===== config.mk =====
export PLATFORM = sky130hd
export DESIGN_NAME = serial_add_ctrl
export DESIGN_NICKNAME = d
export VERILOG_FILES = /design/src/rtl/serial_add_pkg.sv /design/src/rtl/serial_add_ctrl_fa_bit.sv /design/src/rtl/serial_add_ctrl.sv
export SDC_FILE = /design/constraint.sdc
export NUM_CORES = 1
export LEC_CHECK = 0
export BUFFER_PORTS_ARGS = -buffer_cell sky130_fd_sc_hd__buf_2
export CAP_MARGIN = 20
export CORE_UTILIZATION = 35
export DETAILED_ROUTE_END_ITERATION = 10
export MAX_ROUTING_LAYER = met4
export PLACE_DENSITY = 0.53
export SYNTH_ARGS = -nofsm -noshare
export SYNTH_HDL_FRONTEND = slang
export SYNTH_SLANG_ARGS = --single-unit

===== constraint.sdc =====
create_clock -name clk -period 3.6 [get_ports clk]
set_input_delay 0.9 -clock clk [delete_from_list [all_inputs] [get_ports clk]]
set_output_delay 0.9 -clock clk [all_outputs]
set_load 0.02 [all_outputs]

===== src/rtl/serial_add_pkg.sv =====
// Shared types and helpers for the bit-serial adder sequencer.
package serial_add_pkg;

  localparam int unsigned STATE_W = 2;

  typedef enum logic [STATE_W-1:0] {
    ST_IDLE = 2'b00,
    ST_RUN  = 2'b01,
    ST_DONE = 2'b10
  } state_e;

  // Counter must hold values 0..w, so it needs clog2(w+1) bits (at least one).
  function automatic int unsigned cnt_width(input int unsigned w);
    int unsigned r;
    r = $clog2(w + 1);
    return (r < 1) ? 1 : r;
  endfunction

endpackage


===== src/rtl/serial_add_ctrl_fa_bit.sv =====
// Single-bit full adder cell shared across every bit position of the serial adder.
module fa_bit (
  input  logic a,
  input  logic b,
  input  logic cin,
  output logic s,
  output logic co
);

  assign s  = a ^ b ^ cin;
  assign co = (a & b) | (a & cin) | (b & cin);

endmodule


===== src/rtl/serial_add_ctrl.sv =====
// Bit-serial adder sequencer: one full-adder cell, one bit per clock, LSB first.
// Optional subtraction mode enabled by defining SERIAL_ADD_SUB_EN (adds port sub).
module serial_add_ctrl
  import serial_add_pkg::*;
#(
  parameter int unsigned WIDTH = 4
) (
  input  logic             clk,
  input  logic             rst_n,
  input  logic             start,
  input  logic [WIDTH-1:0] a,
  input  logic [WIDTH-1:0] b,
`ifdef SERIAL_ADD_SUB_EN
  input  logic             sub,
`endif
  output logic             busy,
  output logic             done,
  output logic [WIDTH-1:0] sum,
  output logic             cout
);

  localparam int unsigned CNT_W = cnt_width(WIDTH);

  state_e             state_q, state_d;
  logic [WIDTH-1:0]   a_sr_q, a_sr_d;
  logic [WIDTH-1:0]   b_sr_q, b_sr_d;
  logic [WIDTH-1:0]   res_q, res_d;
  logic [WIDTH-1:0]   sum_q, sum_d;
  logic [CNT_W-1:0]   cnt_q, cnt_d;
  logic               carry_q, carry_d;
  logic               cout_q, cout_d;
  logic               busy_q, busy_d;
  logic               done_q, done_d;
  logic               sub_req;
  logic               fa_s;
  logic               fa_co;

`ifdef SERIAL_ADD_SUB_EN
  assign sub_req = sub;
`else
  assign sub_req = 1'b0;
`endif

  fa_bit u_fa (
    .a   (a_sr_q[0]),
    .b   (b_sr_q[0]),
    .cin (carry_q),
    .s   (fa_s),
    .co  (fa_co)
  );

  // State and datapath registers; reset discards any operation in flight.
  always_ff @(posedge clk or negedge rst_n) begin
    if (!rst_n) begin
      state_q <= ST_IDLE;
      a_sr_q  <= '0;
      b_sr_q  <= '0;
      res_q   <= '0;
      sum_q   <= '0;
      cnt_q   <= '0;
      carry_q <= 1'b0;
      cout_q  <= 1'b0;
      busy_q  <= 1'b0;
      done_q  <= 1'b0;
    end else begin
      state_q <= state_d;
      a_sr_q  <= a_sr_d;
      b_sr_q  <= b_sr_d;
      res_q   <= res_d;
      sum_q   <= sum_d;
      cnt_q   <= cnt_d;
      carry_q <= carry_d;
      cout_q  <= cout_d;
      busy_q  <= busy_d;
      done_q  <= done_d;
    end
  end

  // Next-state and datapath sequencing.
  always_comb begin
    state_d = state_q;
    a_sr_d  = a_sr_q;
    b_sr_d  = b_sr_q;
    res_d   = res_q;
    sum_d   = sum_q;
    cnt_d   = cnt_q;
    carry_d = carry_q;
    cout_d  = cout_q;

    case (state_q)
      ST_RUN: begin
        a_sr_d  = a_sr_q >> 1;
        b_sr_d  = b_sr_q >> 1;
        res_d   = (res_q >> 1) | (WIDTH'(fa_s) << (WIDTH - 1));
        carry_d = fa_co;
        cnt_d   = cnt_q + CNT_W'(1);
        // Publish only the completed word so sum never shows partial results.
        if (cnt_q == CNT_W'(WIDTH - 1)) begin
          sum_d   = res_d;
          cout_d  = fa_co;
          state_d = ST_DONE;
        end
      end
      ST_DONE: begin
        state_d = ST_IDLE;
      end
      default: begin
        // Unused encoding behaves as IDLE.
        if (start) begin
          a_sr_d  = a;
          b_sr_d  = sub_req ? ~b : b;
          carry_d = sub_req;
          res_d   = '0;
          cnt_d   = '0;
          state_d = ST_RUN;
        end
      end
    endcase

    busy_d = (state_d != ST_IDLE);
    done_d = (state_d == ST_DONE);
  end

  assign busy = busy_q;
  assign done = done_q;
  assign sum  = sum_q;
  assign cout = cout_q;

endmodule


==> flow_metrics.env, run 1 <==
export IMPL_synth_avg_cell_area_um2=11.63
export IMPL_htreeDepth=1
export IMPL_worstPathArrival_ps=870
export IMPL_clk_latency_ps=310
export IMPL_holdWs_ps=504.3
export IMPL_finalHoldViolations=0
export IMPL_design_area_um2=1226
export IMPL_tightest_slew_ps=533.4
export IMPL_crit_type="flip-flop to output port"
export IMPL_drc_errors=0
export IMPL_p_sw_frac=0.3805
export IMPL_gp_congestion=0.7303
export IMPL_vias=782
export IMPL_nNetsFinal=127
export IMPL_cts_setup_buffers=0
export IMPL_firstDrtPassIters=4
export IMPL_die_area_um2=3282
export IMPL_ant_nets=0
export IMPL_relSlewSlack=0.6444
export IMPL_power_share_clock=0.171
export IMPL_p_int_mw=0.7082
export IMPL_slew_viol_final=0
export IMPL_dieWidth_um=57.29
export IMPL_period_share=0.4927
export IMPL_cp_startpoint="sum[1]"
export IMPL_yosysWarnings=0
export IMPL_grt_pass1_wl_mm=3.581
export IMPL_postCtsHoldBufs=0
export IMPL_finalSetupViolations=0
export IMPL_p_comb_frac=0.418
export IMPL_clock_sinks=24
export IMPL_grtUsageTotal=0.1464
export IMPL_crit_slowest_cell="dfrtp_1"
export IMPL_cp_start_kind="flip-flop"
export IMPL_endpoint_kind="output port"
export IMPL_final_util=0.4334
export IMPL_die_y_um=57.29
export IMPL_final_cell_mix="dfrtp_1 (24), buf_2 (17), o22ai_1 (13), nand2_1 (6), a21oi_1 (6)"
export IMPL_skew_ps=3.287
export IMPL_clk_pin_slew_worst_paths_ps=130
export IMPL_syn2layout_area_growth_pct=14.62
export IMPL_p_leak_nw=0.5801
export IMPL_overflow=0
export IMPL_core_area_um2=2829
export IMPL_syn_inst=92
export IMPL_synth_seq_cells=24
export IMPL_portBuffers=17
export IMPL_grt_pass1_vias=760
export IMPL_peakVddDrop_mv=0.3399
export IMPL_ctsResizeCount=0
export IMPL_seqPwrFrac=0.411
export IMPL_rows=19
export IMPL_synthesis_nets=108
export IMPL_setup_tns_ps=0
export IMPL_hpwl_mm=1.363
export IMPL_ios=18
export IMPL_cp_max_fo=2
export IMPL_nFillCells=263
export IMPL_synth_seq_area_share=0.5614
export IMPL_path_cells="buf_2"
export IMPL_num_antenna_cells=0
export IMPL_wire_per_inst_um=13.70
export IMPL_cap_violations=0
export IMPL_cts_max_path_buffers=2
export IMPL_critical_path_buf_inv_count=1
export IMPL_start_util=0.3782
export IMPL_p_per_area_nw_per_um2=932.2
export IMPL_cts_tree="done"
export IMPL_status="finished, final reports clean"
export IMPL_rsz0062_at_grt="false"
export IMPL_netlist_area_um2=1070
export IMPL_finalWirelength_mm=1.931
export IMPL_fin_crit_ps=1774
export IMPL_holdCritStartpoint="cnt_q[2]"
export IMPL_hold_path_class="flip-flop to flip-flop"
export IMPL_grt_max_degree=25
export IMPL_fmax_ghz=0.5638
export IMPL_antenna_found_initial=0
export IMPL_vias_per_cell=5.546
export IMPL_layout_commonest_cell="dfrtp_1"
export IMPL_path_delay_family="flip-flops"
export IMPL_drive_above_1_share=0.2273
export IMPL_cts_buffers=3
export IMPL_drt_initial_drc_count=12
export IMPL_placed_area_um2=1174
export IMPL_switching_power_mw=0.4349
export IMPL_cpPeakStageDelay_ps=400
export IMPL_required_ps=2700
export IMPL_cts_root_buf="clkbuf_4"
export IMPL_synth_cell_types=25
export IMPL_r2r_start="state_q[0]"
-- registers in the layout, summed over array words and instances, names as in the netlist --
register  count
res_q         3
carry_q       1
sum           4
done          1
cout          1
b_sr_q        4
state_q       2
busy          1
a_sr_q        4
cnt_q         3
-- cell usage after synthesis --
cell type / count / area (µm²)
ha_1: 4 / 50.05
nand2_1: 6 / 22.52
nor2_2: 1 / 6.260
o31ai_1: 1 / 7.510
a32oi_1: 2 / 17.52
a21oi_1: 6 / 30.03
o21ai_1: 4 / 20.02
or2b_1: 1 / 7.510
inv_2: 1 / 3.750
o21ai_0: 1 / 5.000
nand2b_1: 1 / 6.260
nand2_2: 1 / 6.260
o22ai_1: 13 / 81.33
and2b_1: 1 / 7.510
inv_1: 4 / 15.01
fa_1: 1 / 20.02
mux2_1: 5 / 56.30
buf_2: 1 / 5.000
o21bai_2: 1 / 11.26
nor2_1: 4 / 15.01
buf_4: 2 / 15.01
a22o_1: 5 / 43.79
o32a_1: 1 / 10.01
dfrtp_1: 24 / 600.6
nor2b_1: 1 / 6.260
-- per-layer routing --
metal	track usage	up-vias	routed length, µm
li1	-	374	-
met1	0.2091	387	973
met2	0.2084	17	865
met3	0.02041	4	65
met4	0.06272	0	27
met5	-	-	0
-- power by group through the flow --
stage	combinational [mW]	clock, mW	sequential (mW)
floorplan	0.341	0	0.501
global placement	0.476	0	0.474
detailed placement	0.482	0	0.476
CTS	0.484	0.200	0.470
global route	0.543	0.210	0.491
finish	0.478	0.195	0.470
-- per-stage QoR --
| step | setup slack, ps | power (mW) | std cells |
|---|---|---|---|
| 2_1_floorplan | 2087 | 0.8426 | 92 |
| 3_3_place_gp | 1790 | 0.9503 | 137 |
| 3_5_place_dp | 1788 | 0.9572 | 137 |
| 4_1_cts | 1809 | 1.153 | 141 |
| 5_1_grt | 1769 | 1.245 | 141 |
| 6_report | 1826 | 1.143 | 141 |
-- kinds of logic (layout without fill, tap and decap cells) --
group	after synthesis	in the layout	share of synthesized area
flops	24	24	0.5614
fa+ha+maj	5	5	0.06550
mux	5	5	0.05263
buf+inv	8	26	0.03624
compound gates	34	34	0.2117
simple gates	16	16	0.07253
-- worst paths after layout --
path	slack [ps]	to	cells past startpoint
worst max-delay path	1830	sum[1]	1
worst min-delay path	500	cnt_q[2]	2
worst max register to register	2040	a_sr_q[1]	5
worst min register to register	500	cnt_q[2]	2
max in group asynchronous	2710	b_sr_q[1]	1
min in group asynchronous	540	busy	1
-- final cells by class --
class,instances,area [µm²],area share
inverter,5,18.77,0.01531
tap,31,38.79,0.03163
clock inverter,1,30.03,0.02449
timing repair buffer,17,85.08,0.06939
clock buffer,3,22.52,0.01837
sequential,24,600.6,0.4898
multi-input combinational,60,430.4,0.3510
(Power assumes the default switching activity.)
==> run 2, diff against run 1 <==
--- a/config.mk
+++ b/config.mk
@@ -10,7 +10,7 @@
 export CORE_UTILIZATION = 35
 export DETAILED_ROUTE_END_ITERATION = 10
 export MAX_ROUTING_LAYER = met4
-export PLACE_DENSITY = 0.53
+export PLACE_DENSITY = 0.55
 export SYNTH_ARGS = -nofsm -noshare
 export SYNTH_HDL_FRONTEND = slang
 export SYNTH_SLANG_ARGS = --single-unit
==> constraint.sdc (replaced) <==
create_clock -name clk -period 1.4 [get_ports clk]
set_input_delay 0.35 -clock clk [delete_from_list [all_inputs] [get_ports clk]]
set_output_delay 0.35 -clock clk [all_outputs]
set_load 0.02 [all_outputs]
==> run 2 against run 1 <==
The run now ends with DRC, hold timing left; clock power rose by 95%; critical endpoint is now busy; design area rose by 13%; combinational power rose to 3.7 times the previous value; largest power group unchanged; sequential share of layout area fell by 5.7 points; count of clock-buffer cells in the layout rose by 1; wire length rose by 22%; hold slack got worse by 520 ps; clock skew rose by 10 ps; register-to-register slack got worse by 2000 ps.
==> flow_metrics.env, run 2 (synthesis results as in run 1) <==
export IMPL_cts_root_buf="clkbuf_4"
export IMPL_finalSetupViolations=0
export IMPL_antenna_found_initial=0
export IMPL_overflow=0
export IMPL_setup_ws_ps=17.39
export IMPL_cap_violations=0
export IMPL_finalHoldViolations=12
export IMPL_peakVddDrop_mv=0.9956
export IMPL_placed_area_um2=1256
export IMPL_design_area_um2=1386
export IMPL_clk_latency_ps=330
export IMPL_htreeDepth=1
export IMPL_die_area_um2=3282
export IMPL_finalWirelength_mm=2.364
export IMPL_period_share=0.9876
export IMPL_grtUsageTotal=0.1667
export IMPL_r2r_start="state_q[1]"
export IMPL_p_leak_nw=0.6665
export IMPL_layout_commonest_cell="dfrtp_1"
export IMPL_vias_per_cell=5.525
export IMPL_tightest_slew_ps=547.0
export IMPL_drive_above_1_share=0.3858
export IMPL_hpwl_mm=1.536
export IMPL_cts_tree="done"
export IMPL_rows=19
export IMPL_clock_sinks=24
export IMPL_cts_buffers=3
export IMPL_cp_start_kind="flip-flop"
export IMPL_holdWs_ps=-12.85
export IMPL_core_area_um2=2829
export IMPL_r2r_end="busy"
export IMPL_violations="DRC, hold timing"
export IMPL_portBuffers=17
export IMPL_fin_cells=158
export IMPL_clk_pin_slew_worst_paths_ps=150
export IMPL_nNetsFinal=144
export IMPL_ios=18
export IMPL_drt_initial_drc_count=13
export IMPL_p_per_area_nw_per_um2=2412
export IMPL_required_ps=1630
export IMPL_cp_startpoint="state_q[1]"
export IMPL_setup_tns_ps=0
export IMPL_gp_congestion=0.7039
export IMPL_grt_max_degree=25
export IMPL_fin_crit_ps=1383
export IMPL_endpoint_kind="flip-flop"
export IMPL_hold_path_class="input port to asynchronous set/reset pin"
export IMPL_cpPeakStageDelay_ps=430
export IMPL_cts_max_path_buffers=2
export IMPL_crit_type="flip-flop to flip-flop"
export IMPL_dp_cells=148
export IMPL_grt_pass1_wl_mm=4.098
export IMPL_die_y_um=57.29
export IMPL_path_delay_family="flip-flops"
export IMPL_final_cell_mix="dfrtp_1 (24), buf_2 (17), buf_4 (16), o22ai_1 (13)"
export IMPL_r2r_cells=5
export IMPL_vias=873
export IMPL_critical_path_buf_inv_count=1
export IMPL_r2r_setup_slack_ps=20
export IMPL_cp_max_fo=6
export IMPL_relSlewSlack=0.6353
export IMPL_slew_viol_final=0
export IMPL_fmax_ghz=0.7233
export IMPL_syn2layout_area_growth_pct=29.59
export IMPL_wire_per_inst_um=14.96
export IMPL_crit_slowest_cell="dfrtp_1"
export IMPL_num_antenna_cells=0
export IMPL_grt_pass1_vias=883
export IMPL_path_cells="buf_6 -> ha_4 -> and2b_1 -> nor2_1 -> o32a_1"
export IMPL_firstDrtPassIters=7
export IMPL_start_util=0.3782
export IMPL_ant_nets=0
export IMPL_final_util=0.4900
export IMPL_worstPathArrival_ps=1610
export IMPL_drc_errors=2
export IMPL_status="finished with violations"
export IMPL_dieWidth_um=57.29
export IMPL_rsz0062_at_grt="true"
export IMPL_power_mw=3.344
export IMPL_place_ws_ps=-24.12
export IMPL_skew_ps=13.53
[run 2: power breakdown]
part           internal (mW)  switching [mW]  leakage, nW
sequential              1.00           0.196        0.299
clock                  0.159           0.221       0.0210
combinational          0.900           0.869        0.346
total                   2.06            1.29        0.667
[run 2: how the worst max path moves through the flow]
| stage | to | depth (start not counted) |
|---|---|---|
| 2_1_floorplan | busy | 5 |
| 3_3_place_gp | busy | 5 |
| 3_5_place_dp | busy | 5 |
| 4_1_cts | state_q[1] | 6 |
| 5_1_grt | busy | 5 |
| 6_report | busy | 5 |
[run 2: cell type report]
cell class              instances  area [µm²]
inverters                       5       18.77
multi-input cells              60       475.5
repair buffers                 34       216.5
clock buffers                   4       36.28
well taps                      31       38.79
fillers                       255        1443
flip-flops and latches         24       600.6
[run 2: per-layer routing]
layer  up-vias  part of all wire  GRT usage
met5         -                 0          -
met4         0             0.011    0.05226
met3         4             0.027    0.02041
met2        17              0.49     0.2538
met1       444              0.47     0.2335
li1        408                 -          -
[run 2: timing repair]
item | in CTS | in global routing
setup endpoints to repair | 16 | 24
pin swaps | 1 | 2
hold endpoints to repair | 0 | 0
setup buffers | 2 | 4
gates resized for setup | 4 | 7
hold buffers | 0 | 0
gates cloned | 0 | 0
==> run 3, diff against run 2 <==
--- a/config.mk
+++ b/config.mk
@@ -7,10 +7,10 @@
 export LEC_CHECK = 0
 export BUFFER_PORTS_ARGS = -buffer_cell sky130_fd_sc_hd__buf_2
 export CAP_MARGIN = 20
-export CORE_UTILIZATION = 35
+export CORE_UTILIZATION = 48
 export DETAILED_ROUTE_END_ITERATION = 10
 export MAX_ROUTING_LAYER = met4
-export PLACE_DENSITY = 0.55
+export PLACE_DENSITY = 0.71
 export SYNTH_ARGS = -nofsm -noshare
 export SYNTH_HDL_FRONTEND = slang
 export SYNTH_SLANG_ARGS = --single-unit
==> run 3 against run 2 <==
The run now ends clean; register-to-register slack gained 30 ps; sequential share of layout area grew 0.61 points; wire length shrank 3.4%; combinational power shrank 9%; non-clock buffer count shrank 5.
==> flow_metrics.env, run 3 (synthesis results as in run 1) <==
export IMPL_dieWidth_um=49.21
export IMPL_clk_latency_ps=310
export IMPL_cts_buffers=3
export IMPL_p_sw_frac=0.3771
export IMPL_cap_violations=0
export IMPL_switching_power_mw=1.248
export IMPL_skew_ps=4.926
export IMPL_num_antenna_cells=0
export IMPL_dp_cells=140
export IMPL_drive_above_1_share=0.3607
export IMPL_status="finished, final reports clean"
export IMPL_cts_root_buf="clkbuf_4"
export IMPL_fmax_ghz=0.7367
export IMPL_grtUsageTotal=0.2138
export IMPL_overflow=0
export IMPL_antenna_found_initial=0
export IMPL_clk_pin_slew_worst_paths_ps=130
export IMPL_portBuffers=17
export IMPL_fin_crit_ps=1357
export IMPL_vias=855
export IMPL_worstPathArrival_ps=1570
export IMPL_slew_viol_final=0
export IMPL_start_util=0.5291
export IMPL_r2r_end="a_sr_q[3]"
export IMPL_wire_per_inst_um=15.33
export IMPL_fin_cells=149
export IMPL_finalSetupViolations=0
export IMPL_finalWirelength_mm=2.284
export IMPL_p_per_area_nw_per_um2=2416
export IMPL_grt_pass1_vias=822
export IMPL_drt_initial_drc_count=29
export IMPL_required_ps=1610
export IMPL_r2r_setup_slack_ps=40
export IMPL_crit_type="flip-flop to flip-flop"
export IMPL_grt_pass1_wl_mm=3.788
export IMPL_tightest_slew_ps=526.6
export IMPL_endpoint_kind="flip-flop"
export IMPL_grt_max_degree=25
export IMPL_die_y_um=49.21
export IMPL_cp_max_fo=6
export IMPL_final_cell_mix="dfrtp_1 (23), buf_2 (17), o22ai_1 (12), buf_4 (11)"
export IMPL_cts_tree="done"
export IMPL_ios=18
export IMPL_cp_startpoint="state_q[1]"
export IMPL_ant_nets=0
export IMPL_drc_errors=0
export IMPL_setup_ws_ps=42.50
export IMPL_cp_start_kind="flip-flop"
export IMPL_syn2layout_area_growth_pct=28.07
export IMPL_peakVddDrop_mv=1.301
export IMPL_relSlewSlack=0.6489
export IMPL_rows=16
export IMPL_core_area_um2=2022
export IMPL_hpwl_mm=1.520
export IMPL_power_share_clock=0.148
export IMPL_die_area_um2=2422
export IMPL_cts_max_path_buffers=2
export IMPL_p_int_mw=2.062
export IMPL_worstSetupEndpoint="a_sr_q[3]"
export IMPL_period_share=0.9696
export IMPL_seqPwrFrac=0.366
export IMPL_gp_congestion=0.7846
export IMPL_r2r_cells=6
export IMPL_firstDrtPassIters=4
export IMPL_place_ws_ps=-30.83
export IMPL_vias_per_cell=5.738
export IMPL_nNetsFinal=139
export IMPL_htreeDepth=1
export IMPL_finalHoldViolations=0
export IMPL_clock_sinks=24
export IMPL_p_leak_nw=0.6469
export IMPL_nFillCells=149
export IMPL_p_comb_frac=0.486
export IMPL_r2r_start="state_q[1]"
export IMPL_layout_commonest_cell="dfrtp_1"
export IMPL_hold_path_class="input port to flip-flop"
## run 3: changes by cell type in the layout (fill, tap and decap cells not counted), sizes merged
cell,previous run,this run
dlygate4sd3,0,1
buf,34,28
clkbuf,4,3
bufinv,0,1
## run 3: worst min-delay path by stage
stage,from,to,depth (start not counted),slack (ps)
finish,b[3],b_sr_q[3],3,290
global route,b[3],b_sr_q[3],3,300
CTS,a[3],a_sr_q[3],3,280
detailed placement,rst_n,a_sr_q[3],1,350
global placement,rst_n,a_sr_q[3],1,350
floorplan,rst_n,a_sr_q[0],0,50
## run 3: power by group through the flow
stage	registers, mW	clock network (mW)	logic, mW
floorplan	1.29	0	0.877
global placement	1.20	0	1.35
detailed placement	1.22	0	1.40
CTS	1.21	0.501	1.45
global route	1.25	0.536	1.79
finish	1.21	0.489	1.61
## run 3: critical path, stage by stage (launching register included)
cell,delay (ps)
dfrtp_2,470
inv_2,80
ha_4,190
buf_4,140
nor2_1,50
a32oi_1,240
nand2_1,80
## run 3: through the flow
stage	util	total power, mW	area (µm²)	hold WS [ps]	setup TNS, ps
floorplan	-	2.167	1070	54.41	0
global route	0.6776	3.581	1370	301.4	-45.26
global placement	0.6040	2.555	1221	348.1	0
CTS	0.6485	3.162	1311	280.6	0
detailed placement	0.6040	2.615	1221	351.8	-118.0
finish	0.6776	3.310	1370	292.1	0
## run 3: layout make-up
type                       instances  area (µm²)  area share
clock buffer                       3       22.52     0.01644
clock inverter                     1       30.03     0.02192
inverter                           5       18.77     0.01370
multi-input combinational         60       485.5      0.3543
sequential                        24       601.8      0.4393
tap                               27       33.78     0.02466
timing repair buffer              29       177.7      0.1297
## run 3: timing repair
| action | in CTS | in global routing |
|---|---|---|
| pin swaps | 1 | 2 |
| buffers inserted | 1 | 3 |
| setup endpoints to repair | 12 | 22 |
| hold buffers | 1 | 0 |
| resized for setup | 5 | 6 |
| hold endpoints to repair | 14 | 0 |
## run 3: routing by layer
metal | wire length, µm | vias up | GRT usage
met4 | 40 | 0 | 0.1029
met1 | 1018 | 434 | 0.2669
li1 | - | 397 | -
met2 | 1145 | 18 | 0.3379
met5 | 0 | - | -
met3 | 79 | 6 | 0.03427
